File: src/rtl/golden_nonce_queue_if.sv
// golden_nonce_queue_if
//   Groups the enqueue side (push/push_word) and the serial_transmit
//   handshake (tx_word/tx_send/tx_busy) of golden_nonce_queue.
//   slave  : the queue's view (consumes push, drives tx_word/tx_send).
//   master : the surrounding logic's view (hasher + serial_transmit).
// Signals:
//   push       one-cycle strobe, push_word is a golden nonce
//   push_word  nonce to enqueue
//   tx_word    word presented to serial_transmit
//   tx_send    one-cycle send request
//   tx_busy    serial_transmit busy
interface golden_nonce_queue_if #(
  parameter int WIDTH = 32
);
  logic             push;
  logic [WIDTH-1:0] push_word;
  logic [WIDTH-1:0] tx_word;
  logic             tx_send;
  logic             tx_busy;

  modport master (
    output push, push_word, tx_busy,
    input  tx_word, tx_send
  );

  modport slave (
    input  push, push_word, tx_busy,
    output tx_word, tx_send
  );
endinterface

File: src/rtl/golden_nonce_queue.sv
// golden_nonce_queue
//   Buffers golden nonces from the hashing control unit and hands them to
//   serial_transmit one at a time over its send/busy handshake. Nonces that
//   arrive while the UART is busy are queued in order; pushes into a full
//   queue are dropped, flagged (sticky overflow) and counted (saturating).
// Ports:
//   hash_clk    clock, all logic on posedge
//   reset_in    asynchronous active-low reset
//   flush       synchronous clear of queue, counters and handshake FSM
//   nq          golden_nonce_queue_if.slave (push side + UART handshake)
//   count       entries held, including the word in flight
//   empty/full  registered count==0 / count==depth
//   overflow    sticky, set when a push is dropped
//   drop_count  saturating count of dropped pushes
module golden_nonce_queue #(
  parameter int DEPTH_LOG2    = 3,
  parameter int WIDTH         = 32,
  parameter int BUSY_WAIT_MAX = 15
) (
  input  logic                  hash_clk,
  input  logic                  reset_in,
  input  logic                  flush,
  golden_nonce_queue_if.slave   nq,
  output logic [DEPTH_LOG2:0]   count,
  output logic                  empty,
  output logic                  full,
  output logic                  overflow,
  output logic [7:0]            drop_count
);

  localparam int DEPTH = 1 << DEPTH_LOG2;
  localparam int WCW   = $clog2(BUSY_WAIT_MAX + 1);

  typedef enum logic [1:0] {IDLE, SEND, WAIT_HI, WAIT_LO} state_t;

  logic [WIDTH-1:0]      mem [DEPTH];
  logic [DEPTH_LOG2-1:0] wr_ptr_reg, rd_ptr_reg;
  logic [DEPTH_LOG2:0]   count_reg, count_next;
  logic                  empty_reg, full_reg;
  logic                  overflow_reg;
  logic [7:0]            drop_count_reg;
  logic [WIDTH-1:0]      tx_word_reg;
  logic                  tx_send_reg;
  logic [WCW-1:0]        wait_cnt_reg;
  state_t                state_reg;

  logic pop, accept, drop;

  // The head entry is only released once the UART has finished with it, so
  // a pop frees a slot in the same cycle and lets a push into a full queue.
  assign pop    = (state_reg == WAIT_LO) && !nq.tx_busy;
  assign accept = nq.push && (!full_reg || pop);
  assign drop   = nq.push && full_reg && !pop;

  always_comb begin
    count_next = count_reg;
    if (accept && !pop)
      count_next = count_reg + 1'b1;
    else if (pop && !accept)
      count_next = count_reg - 1'b1;
  end

  // Storage has no reset so it can map onto distributed/block RAM.
  always_ff @(posedge hash_clk) begin
    if (accept && !flush)
      mem[wr_ptr_reg] <= nq.push_word;
  end

  always_ff @(posedge hash_clk or negedge reset_in) begin
    if (!reset_in) begin
      wr_ptr_reg     <= '0;
      rd_ptr_reg     <= '0;
      count_reg      <= '0;
      empty_reg      <= 1'b1;
      full_reg       <= 1'b0;
      overflow_reg   <= 1'b0;
      drop_count_reg <= 8'd0;
    end else if (flush) begin
      wr_ptr_reg     <= '0;
      rd_ptr_reg     <= '0;
      count_reg      <= '0;
      empty_reg      <= 1'b1;
      full_reg       <= 1'b0;
      overflow_reg   <= 1'b0;
      drop_count_reg <= 8'd0;
    end else begin
      if (accept)
        wr_ptr_reg <= wr_ptr_reg + 1'b1;
      if (pop)
        rd_ptr_reg <= rd_ptr_reg + 1'b1;
      count_reg <= count_next;
      empty_reg <= (count_next == '0);
      full_reg  <= (count_next == (DEPTH_LOG2+1)'(DEPTH));
      if (drop) begin
        overflow_reg <= 1'b1;
        if (drop_count_reg != 8'hFF)
          drop_count_reg <= drop_count_reg + 8'd1;
      end
    end
  end

  // Handshake FSM. tx_word is loaded only on IDLE->SEND so it stays stable
  // across retries until the pop.
  always_ff @(posedge hash_clk or negedge reset_in) begin
    if (!reset_in) begin
      state_reg    <= IDLE;
      tx_word_reg  <= '0;
      tx_send_reg  <= 1'b0;
      wait_cnt_reg <= '0;
    end else if (flush) begin
      state_reg    <= IDLE;
      tx_word_reg  <= '0;
      tx_send_reg  <= 1'b0;
      wait_cnt_reg <= '0;
    end else begin
      tx_send_reg <= 1'b0;
      case (state_reg)
        IDLE: begin
          // Never start while the UART is busy (also covers an external
          // sender holding the line).
          if (!empty_reg && !nq.tx_busy) begin
            tx_word_reg <= mem[rd_ptr_reg];
            tx_send_reg <= 1'b1;
            state_reg   <= SEND;
          end
        end
        SEND: begin
          wait_cnt_reg <= '0;
          state_reg    <= WAIT_HI;
        end
        WAIT_HI: begin
          if (nq.tx_busy) begin
            state_reg <= WAIT_LO;
          end else if (wait_cnt_reg == WCW'(BUSY_WAIT_MAX)) begin
            // UART never acknowledged: re-issue the same word.
            tx_send_reg <= 1'b1;
            state_reg   <= SEND;
          end else begin
            wait_cnt_reg <= wait_cnt_reg + 1'b1;
          end
        end
        WAIT_LO: begin
          if (!nq.tx_busy)
            state_reg <= IDLE;
        end
        default: state_reg <= IDLE;
      endcase
    end
  end

  assign nq.tx_word  = tx_word_reg;
  assign nq.tx_send  = tx_send_reg;
  assign count       = count_reg;
  assign empty       = empty_reg;
  assign full        = full_reg;
  assign overflow    = overflow_reg;
  assign drop_count  = drop_count_reg;

endmodule

File: src/flat_wrapper.sv
// flat-port wrapper written by rule: the top's interface ports become plain ports
module golden_nonce_queue_flat 
#(
  parameter int DEPTH_LOG2    = 3,
  parameter int WIDTH         = 32,
  parameter int BUSY_WAIT_MAX = 15
)
  (hash_clk, reset_in, flush, count, empty, full, overflow, drop_count, nq_push, nq_push_word, nq_tx_busy, nq_tx_word, nq_tx_send);
  golden_nonce_queue_if #(.WIDTH(WIDTH)) nq_i ();
  input  logic hash_clk;
  input  logic reset_in;
  input  logic flush;
  output logic [DEPTH_LOG2:0] count;
  output logic empty;
  output logic full;
  output logic overflow;
  output logic [7:0] drop_count;
  input wire logic [$bits(nq_i.push)-1:0] nq_push;
  input wire logic [$bits(nq_i.push_word)-1:0] nq_push_word;
  input wire logic [$bits(nq_i.tx_busy)-1:0] nq_tx_busy;
  output wire logic [$bits(nq_i.tx_word)-1:0] nq_tx_word;
  output wire logic [$bits(nq_i.tx_send)-1:0] nq_tx_send;
  assign nq_i.push = nq_push;
  assign nq_i.push_word = nq_push_word;
  assign nq_i.tx_busy = nq_tx_busy;
  assign nq_tx_word = nq_i.tx_word;
  assign nq_tx_send = nq_i.tx_send;
  golden_nonce_queue #(.DEPTH_LOG2(DEPTH_LOG2), .WIDTH(WIDTH), .BUSY_WAIT_MAX(BUSY_WAIT_MAX)) u_core (.hash_clk(hash_clk), .reset_in(reset_in), .flush(flush), .nq(nq_i), .count(count), .empty(empty), .full(full), .overflow(overflow), .drop_count(drop_count));
endmodule
File: config.mk
export PLATFORM = sky130hd
export DESIGN_NAME = golden_nonce_queue_flat
export DESIGN_NICKNAME = d
export VERILOG_FILES = /design/src/rtl/golden_nonce_queue_if.sv /design/src/rtl/golden_nonce_queue.sv /design/src/flat_wrapper.sv
export SDC_FILE = /design/constraint.sdc
export NUM_CORES = 1
export LEC_CHECK = 0
export BUFFER_PORTS_ARGS = -buffer_cell sky130_fd_sc_hd__buf_4
export CAP_MARGIN = 20
export CORE_ASPECT_RATIO = 1.2
export CORE_MARGIN = 2
export CORE_UTILIZATION = 30
export CTS_BUF_LIST = sky130_fd_sc_hd__clkbuf_16
export DETAILED_ROUTE_END_ITERATION = 12
export SLEW_MARGIN = 20
export SYNTH_ARGS = -nofsm -noshare
export SYNTH_HDL_FRONTEND = slang
export SYNTH_SLANG_ARGS = --single-unit
File: constraint.sdc
create_clock -name hash_clk -period 5.45 [get_ports hash_clk]
set_input_delay 0.545 -clock hash_clk [delete_from_list [all_inputs] [get_ports hash_clk]]
set_output_delay 0.545 -clock hash_clk [all_outputs]
set_load 0.05 [all_outputs]
## After elaboration in Yosys (flattened, before gate mapping)

Memory sizes are Yosys's and may differ from the RTL's.
Cells that the tools add are included.

| storage, ports and cells | value |
|---|---|
| memories | 1 |
| bits in writable memories | 256 |
| register bits after elaboration | 60 |
| output and inout bits | 48 |
| bits of input ports | 37 |
| logic and storage cells | 91 |

Memories:

| name | depth | width | read ports | clocked after memory_dff | wr ports | RTL line | source |
|---|---|---|---|---|---|---|---|
| u_core.mem | 8 | 32 | 1 | 0 | 1 | golden_nonce_queue.sv:36 | `logic [WIDTH-1:0] mem [DEPTH];` |

| operators by class | value |
|---|---|
| reduce and logical (&&, ||, !) cells | 28 |
| equality and inequality tests | 11 |
| $add $sub $neg | 6 |
| multiplexer cells | 34 |

Operator list:

| operator | count |
|---|---|
| $mux 32 | 3 |
| $mux 4 | 6 |
| $mux 8 | 3 |
| $mux 3 | 4 |
| $reduce_bool 2->1 | 6 |
| $mux 1 | 10 |
| $mux 2 | 5 |
| $ne 3x3->1 const B | 3 |
| $add 4x1->4 const B | 2 |
| $add 8x1->8 const B | 1 |
| $eq 4x4->1 const B | 2 |
| $logic_and 1x1->1 | 8 |
| $ne 8x8->1 const B | 1 |
| $pmux 2 s4 | 1 |
| $pmux 4 s2 | 1 |
| $add 3x1->3 const B | 2 |
| $logic_not 1->1 | 6 |
| $reduce_and 3->1 | 2 |
| $eq 2x2->1 const B | 2 |
| $logic_not 4->1 | 1 |
| $ne 4x3->1 const B | 1 |
| $reduce_and 2->1 | 2 |
| $sub 4x1->4 const B | 1 |
| $ne 3x2->1 const B | 1 |
| other kinds (5) | 5 |

## Longest topological paths before layout

Gate-level depths: netlist of run 1.

| logic depth | value |
|---|---|
| depth after elaboration | 10 |
| mapped depth | 6 |
| depth with buffers taken out | 6 |

## Worst setup path before layout of run 1

OpenSTA, ideal clock, no wires.

| path | value |
|---|---|
| path type | input -> register |
| start | input port nq_tx_busy |
| end | memory u_core.mem[0][0], enable pin |
| cell stages on the path | 5 |
| setup slack | 1.312 ns |
| data required time | 4.989 ns |
| setup time | 0.461 ns |
| arrival | 3.677 ns |
| path through | and3b_1 > buf_2 > o21ai_0 > or3_1 > nor3_1 |

| on the way | value |
|---|---|
| cells in the longest elaborated chain, start to end | 7 |

RTL lines:

| element | RTL line | source |
|---|---|---|
| from (decl) | flat_wrapper.sv:20 | `input wire logic [$bits(nq_i.tx_busy)-1:0] nq_tx_busy;` |
| $logic_not 1->1 | golden_nonce_queue.sv:51 | `assign pop = (state_reg == WAIT_LO) && !nq.tx_busy;` |
| $logic_and 1x1->1 | golden_nonce_queue.sv:51 |  |
| $logic_or 1x1->1 | golden_nonce_queue.sv:52 | `assign accept = nq.push && (!full_reg \|\| pop);` |
| $logic_and 1x1->1 | golden_nonce_queue.sv:52 |  |
| $logic_and 1x1->1 | golden_nonce_queue.sv:65 | `if (accept && !flush)` |
| $mux 1 | golden_nonce_queue.sv:65 |  |
| $mux 1 (implied by the code) | golden_nonce_queue.sv:66 | `mem[wr_ptr_reg] <= nq.push_word;` |
| to (decl) | golden_nonce_queue.sv:36 |  |

Every way passes these cells.

## Worst setup path in the final report of run 1

| path | value |
|---|---|
| start | register u_core.state_reg[0] |
| end | memory u_core.mem[1][0], enable pin |

| on the way | value |
|---|---|
| cells in the longest elaborated chain, start to end | 7 |

RTL lines:

| element | RTL line | source |
|---|---|---|
| from (decl) | golden_nonce_queue.sv:45 | `state_t state_reg;` |
| from (signal assigned) | golden_nonce_queue.sv:106 | `state_reg <= IDLE;` |
| from (signal assigned) | golden_nonce_queue.sv:111 | `state_reg <= IDLE;` |
| from (signal assigned) | golden_nonce_queue.sv:124 | `state_reg <= SEND;` |
| $eq 2x2->1 | golden_nonce_queue.sv:51 |  |
| $logic_and 1x1->1 | golden_nonce_queue.sv:51 |  |
| $logic_or 1x1->1 | golden_nonce_queue.sv:52 |  |
| $logic_and 1x1->1 | golden_nonce_queue.sv:52 |  |
| $logic_and 1x1->1 | golden_nonce_queue.sv:65 |  |
| $mux 1 | golden_nonce_queue.sv:65 |  |
| $mux 1 (implied by the code) | golden_nonce_queue.sv:66 |  |

Every way passes these cells.

==> metrics.md, run 1 <==
| Metric | Value |
|---|---|
| Gpl congestion | 0.745 |
| Vias per inst | 4.71 |
| CTS Hold Bufs | 0 |
| Setup Crit Path Kind | reg2reg |
| Worst path required time | 5670 ps |
| Worst path cell trace | nand3b_2, a21oi_1, nand3_1, nor3_2, buf_4 |
| Most frequent cells in the layout | 256 x edfxtp_1, 95 x buf_4, 64 x mux4_2, 56 x dfrtp_1, 45 x nor2_1 |
| # nets final | 794 |
| R2r startpoint | u_core.state_reg[0]$_DFFE_PN0P_ |
| Largest net degree at the start of global routing | 67 |
| Final Setup Violations | 0 |
| Routed length per placed instance | 19.3 um |
| Metal3 WL | 1.49 mm |
| Final HPWL DP | 14.8 mm |
| Vias | 6203 |
| Largest stage delay, worst path | 820 ps |
| Die Width | 189 um |
| Worst min path class | in2async |
| First-pass GRT wire length | 39.5 mm |
| Initial Utilization | 30.4% |
| Tot Pwr | 5.30 mW |
| GRT Resource Usage Total | 12.1% |
| Final WS setup | 2270 ps |
| Number of routed nets with antenna violations | 0 |
| Pre-CTS WS | 1930 ps |
| Post-layout util | 36.4% |
| Critical Path Source | u_core.state_reg[0]$_DFFE_PN0P_ |
| CTS max path bufs | 3 |
| Post-CTS sizing | 0 |
| Area leader, netlist | edfxtp_1 |
| Initial antenna violation count | 3 |
| CTS Sinks | 316 |
| Top Family by Delay on Critical Path | simple AND/OR/NAND/NOR gates |
| Initial DRC count | 349 |
| CP max FO | 23 |
| Placed Cells | 1257 |
| Startpoint Class | flop |
| First-pass DRT Iterations | 4 |
| CTS tree | done |
| Sequential fraction of the synthesis area | 74.4% |
| #FFs+latches synth | 316 |
| Synth warnings | 0 |
| Minimum clock period | 3180 ps |
| Die Span Y | 226 um |
| Maximum VDD drop | 0.000260 V |
| Status | finished, final reports clean |
| CP max-delay cell | nor3_2 |
| Avg Cell Area, Syn | 18.8 um^2 |
| Synthesized Nets | 699 |
| Die ar. | 0.0428 mm^2 |
| EDFF count, synth | 256 |
| Final Non-Filler Cells | 1316 |
| Post-CTS Setup Inserts | 0 |
| Dpl cell area | 0.0137 mm^2 |
| IO Pins | 85 |
| H-Tree Depth | 1 |
| Slew HR | 32.3% |
| DRT met1 WL | 10.6 mm |
| Grt total ovfl | 0 |
| Synthesized area | 0.0123 mm^2 |
| Async SR Flop Fraction | 19.0% |
| Final period util | 58.4% |
| CTS Buf Count | 31 |
| I/O Buffers | 84 |
| Max_cap viols | 0 |
| Core area | 0.0406 mm^2 |
| Most common cell after layout, fill and taps aside | edfxtp_1 |
| Post-Synthesis Cells | 656 |
| Row cnt | 81 |
| Fin. Hold Viols | 0 |
| Final Cell Area | 0.0148 mm^2 |
| Post-route DRC violation count | 0 |
| Hold slack final | 101 ps |
| Clk_lat worst skew | 570 ps |
| CTS root buf | clkbuf_16 |
| Met2 wire len | 12.8 mm |
| Synth top area share | 62.3% |
| Static Leakage | 4.95 nW |
| Final setup TNS | 0 ps |
| Setup Skew | 18.8 ps |
| Unrepaired setup endpoints after global routing | no |
| Max layer used | met5 |
| Max reg flops | 256 |
| Crit path capture type | flop |
| Slew Viols, Final | 0 |
| Clk pin slew, worst setup/hold paths | 60 ps |
| Max Freq | 314 MHz |
| Crit path buffers/inverters | 1 |
| CP arrival | 3400 ps |
| Layout Area Growth over Synthesis | 19.9% |
| Yosys cell types | 49 |
| Total Routed Length | 25.4 mm |
| Power Density | 358 mW/mm^2 |
| Layout cells sized above 1 | 29.3% |
| Number of global-route vias before repair | 6619 |
| Synth Flop Type | edfxtp_1 |
| Area contributors post-synth | edfxtp_1 62%, dfrtp_1 12%, mux4_2 12% |
| Tightest Pin Transition | 1020 ps |
[metal layers]
layer  GRT usage, %  up-vias
li1               -     2842
met4           3.07        4
met1           14.9     3197
met5              0        -
met2           21.0      117
met3           3.09       43
[worst reg2reg max path, stage by stage, from the launching register on]
cell      delay, ps
dfrtp_1         520
nand3b_2        270
a21oi_1         350
nand3_1         370
nor3_2          820
buf_4           490
[final cells by class]
class / instances / area, um^2
timing repair buffer: 97 / 756
clock inverter: 27 / 330
sequential: 316 / 9200
antenna: 1 / 2.50
clock buffer: 31 / 776
multi-input combinational: 298 / 3050
tap: 539 / 674
fill: 3751 / 25800
inverter: 7 / 26.3
[kinds of logic after synthesis]
kind of cell    count (synthesis)  synth area share [%]
mux                            97                  14.3
compound gates                 76                  4.22
buf+inv                        42                  1.41
flops                         316                  74.4
fa+ha+maj                       6                 0.608
simple gates                  113                  4.57
xor+xnor                        6                 0.426
[synth_stat cells (2+ instances only)]
master and n:
mux4_2 64, mux2i_1 33, nor3_1 5, clkbuf_1 18, nand3b_1 2, xnor2_1 3, inv_1 7, a211oi_1 35
and3_1 4, o41ai_1 2, edfxtp_1 256, buf_2 13, a21oi_1 14, dfrtp_1 59, nand2_1 12, nor4_1 4
o31ai_1 3, nand3_1 9, nor2_1 51, o21ai_0 11, xor2_1 3, nand4_1 2, and2_1 3, ha_1 6
buf_1 4, or3_1 5, and2b_1 2, nand2b_1 5
[final timing paths]
path	depth (start not counted)	to	slack, ps
worst min-delay path	1	u_core.nq.tx_word[30]$_DFFE_PN0P_	100
worst max register to register	5	u_core.mem[1][0]$_DFFE_PP_	2270
min in group hash_clk	1	u_core.mem[4][4]$_DFFE_PP_	200
worst min register to register	2	u_core.wait_cnt_reg[1]$_DFFE_PN0P_	510
worst max-delay path	5	u_core.mem[1][0]$_DFFE_PP_	2270
max in group asynchronous	1	u_core.rd_ptr_reg[0]$_DFFE_PN0P_	4690
[power by group]
part	leakage (nW)	switching, mW	internal, mW
Combinational	1.26	0.206	0.0943
Sequential	3.13	0.0285	2.67
Clock	0.558	0.897	1.41
Note: power is estimated with default switching activity, not from simulation.
==> run 2: changes to the inputs <==
==> constraint.sdc (replaced) <==
create_clock -name hash_clk -period 3 [get_ports hash_clk]
set_input_delay 0.3 -clock hash_clk [delete_from_list [all_inputs] [get_ports hash_clk]]
set_output_delay 0.3 -clock hash_clk [all_outputs]
set_load 0.05 [all_outputs]
==> run 2 against run 1 <==
Count of clock-buffer cells in the layout did not move; maximum frequency increased by 25%; register-to-register slack got worse by 1800 ps; design area is 3.0% higher; highest routed layer is now met4; first-iteration DRC count is 20% higher; largest cell class unchanged; non-clock buffer count up 43.
==> metrics.md, run 2 (synthesis results as in run 1) <==
| Metric | Value |
|---|---|
| Status | finished, final reports clean (unchanged) |
| Startpoint Class | flop (unchanged) |
| Worst path cell trace | and3b_1, o21ai_0, or3_1, nor3_4, buf_12 (was nand3b_2, a21oi_1, nand3_1, nor3_2, buf_4) |
| Final Non-Filler Cells | 1359 (was 1316) |
| Tightest Pin Transition | 890 ps (was 1020 ps) |
| Maximum VDD drop | 0.000423 V (was 0.000260 V) |
| Clk_lat worst skew | 570 ps (about the same) |
| Initial DRC count | 420 (was 349) |
| Power Density | 617 mW/mm^2 (was 358 mW/mm^2) |
| Die ar. | 0.0428 mm^2 (unchanged) |
| Initial Utilization | 30.4% (unchanged) |
| Clk pin slew, worst setup/hold paths | 70 ps (was 60 ps) |
| IO Pins | 85 (unchanged) |
| First-pass DRT Iterations | 5 (was 4) |
| Post-CTS Setup Inserts | 0 (unchanged) |
| Most frequent cells in the layout | 256 x edfxtp_1, 97 x buf_4, 64 x mux4_2, 56 x dfrtp_1, 45 x nor2_1 (was 256 x edfxtp_1, 95 x buf_4, 64 x mux4_2, 56 x dfrtp_1, 45 x nor2_1) |
| Max reg flops | 256 (unchanged) |
| Row cnt | 81 (unchanged) |
| CTS root buf | clkbuf_16 (unchanged) |
| Largest net degree at the start of global routing | 67 (unchanged) |
| CTS Buf Count | 31 (unchanged) |
| CTS Sinks | 316 (unchanged) |
| Setup Skew | 28.4 ps (was 18.8 ps) |
| Final HPWL DP | 15.8 mm (was 14.8 mm) |
| Slew Viols, Final | 0 (unchanged) |
| Largest stage delay, worst path | 530 ps (was 820 ps) |
| GRT Resource Usage Total | 12.4% (was 12.1%) |
| Dpl cell area | 0.0139 mm^2 (was 0.0137 mm^2) |
| Layout cells sized above 1 | 28.6% (was 29.3%) |
| Placed Cells | 1267 (was 1257) |
| CP arrival | 2800 ps (was 3400 ps) |
| Die Width | 189 um (unchanged) |
| Initial antenna violation count | 2 (was 3) |
| Die Span Y | 226 um (unchanged) |
| Number of routed nets with antenna violations | 0 (unchanged) |
| CP max-delay cell | or3_1 (was nor3_2) |
| Fillers | 3738 (was 3751) |
| Most common cell after layout, fill and taps aside | edfxtp_1 (unchanged) |
| Post-layout util | 37.5% (was 36.4%) |
| Final period util | 85.2% (was 58.4%) |
| CTS max path bufs | 3 (unchanged) |
| Final Cell Area | 0.0153 mm^2 (was 0.0148 mm^2) |
| Number of global-route vias before repair | 6687 (was 6619) |
| Gpl congestion | 0.779 (was 0.745) |
| Post-route DRC violation count | 0 (unchanged) |
| CTS Hold Bufs | 33 (was 0) |
| Crit path capture type | flop (unchanged) |
| Core area | 0.0406 mm^2 (unchanged) |
| Setup Crit Path Kind | reg2reg (unchanged) |
| Crit path buffers/inverters | 1 (unchanged) |
| Total Routed Length | 25.9 mm (was 25.4 mm) |
| First-pass GRT wire length | 40.7 mm (was 39.5 mm) |
| Worst min path class | in2reg (was in2async) |
| H-Tree Depth | 1 (unchanged) |
| Unrepaired setup endpoints after global routing | no (unchanged) |
| Vias per inst | 4.76 (was 4.71) |
| Worst path required time | 3240 ps (was 5670 ps) |
| # nets final | 837 (was 794) |
| Top Family by Delay on Critical Path | simple AND/OR/NAND/NOR gates (unchanged) |
| Post-CTS sizing | 0 (unchanged) |
| Layout Area Growth over Synthesis | 23.5% (was 19.9%) |
| I/O Buffers | 84 (unchanged) |
| Static Leakage | 5.11 nW (was 4.95 nW) |
| Slew HR | 40.6% (was 32.3%) |
| Grt total ovfl | 0 (unchanged) |
| Final Setup Violations | 0 (unchanged) |
| Routed length per placed instance | 19.1 um (was 19.3 um) |
| CTS tree | done (unchanged) |
| Vias | 6464 (was 6203) |
| Fin. Hold Viols | 0 (unchanged) |
| Minimum clock period | 2560 ps (was 3180 ps) |
| Max_cap viols | 0 (unchanged) |
| Max Freq | 391 MHz (was 314 MHz) |
| CP max FO | 32 (was 23) |
run 2: power by group:
group / switching [mW] / internal [mW]
logic: 0.387 / 0.207
clock network: 1.62 / 2.31
registers: 0.0525 / 4.84
run 2: path summary, 6_finish.rpt:
path / start / endpoint / slack (ps) / cells past startpoint
worst max register to register: u_core.state_reg[0]$_DFFE_PN0P_ / u_core.mem[0][7]$_DFFE_PP_ / 440 / 5
max in group asynchronous: reset_in / u_core.rd_ptr_reg[0]$_DFFE_PN0P_ / 1920 / 2
worst min register to register: u_core.overflow$_DFFE_PN0P_ / u_core.overflow$_DFFE_PN0P_ / 500 / 1
worst min-delay path: nq_tx_busy / u_core.nq.tx_send$_DFF_PN0_ / 70 / 4
min in group asynchronous: reset_in / u_core.wait_cnt_reg[0]$_DFFE_PN0P_ / 390 / 2
worst max-delay path: u_core.state_reg[0]$_DFFE_PN0P_ / u_core.mem[0][7]$_DFFE_PP_ / 440 / 5
run 2: layout make-up:
class	count	area [um^2]	share of cell area [%]
inverter	7	26.3	0.172
clock buffer	31	776	5.09
tap	539	674	4.42
multi-input combinational	298	3060	20.0
timing repair buffer	140	1260	8.25
clock inverter	26	259	1.70
antenna	2	5.00	0.0328
sequential	316	9200	60.3
run 2: through the flow:
| stage | power (mW) | worst slack, ps | TNS, ps | hold WS (ps) |
|---|---|---|---|---|
| floorplan | 5.30 | -162 | -17350 | 4.41 |
| global placement | 5.55 | 511 | 0 | 484 |
| finish | 9.42 | 445 | 0 | 67.5 |
| CTS | 9.54 | 466 | 0 | 39.5 |
| global route | 9.76 | 294 | 0 | 99.7 |
| detailed placement | 5.56 | 473 | 0 | 491 |
run 2: per-layer routing:
layer / global-route usage (%) / vias up / wire length (um)
met5: 0 / - / 0
met4: 3.28 / 0 / 410
met3: 2.28 / 27 / 1160
met2: 20.7 / 143 / 13100
met1: 16.6 / 3362 / 11300
li1: - / 2932 / -
run 2: worst reg2reg max path, stage by stage, from the launching register on:
cell     delay (ps)
dfrtp_1         520
and3b_1         460
o21ai_0         240
or3_1           530
nor3_4          220
buf_12          250
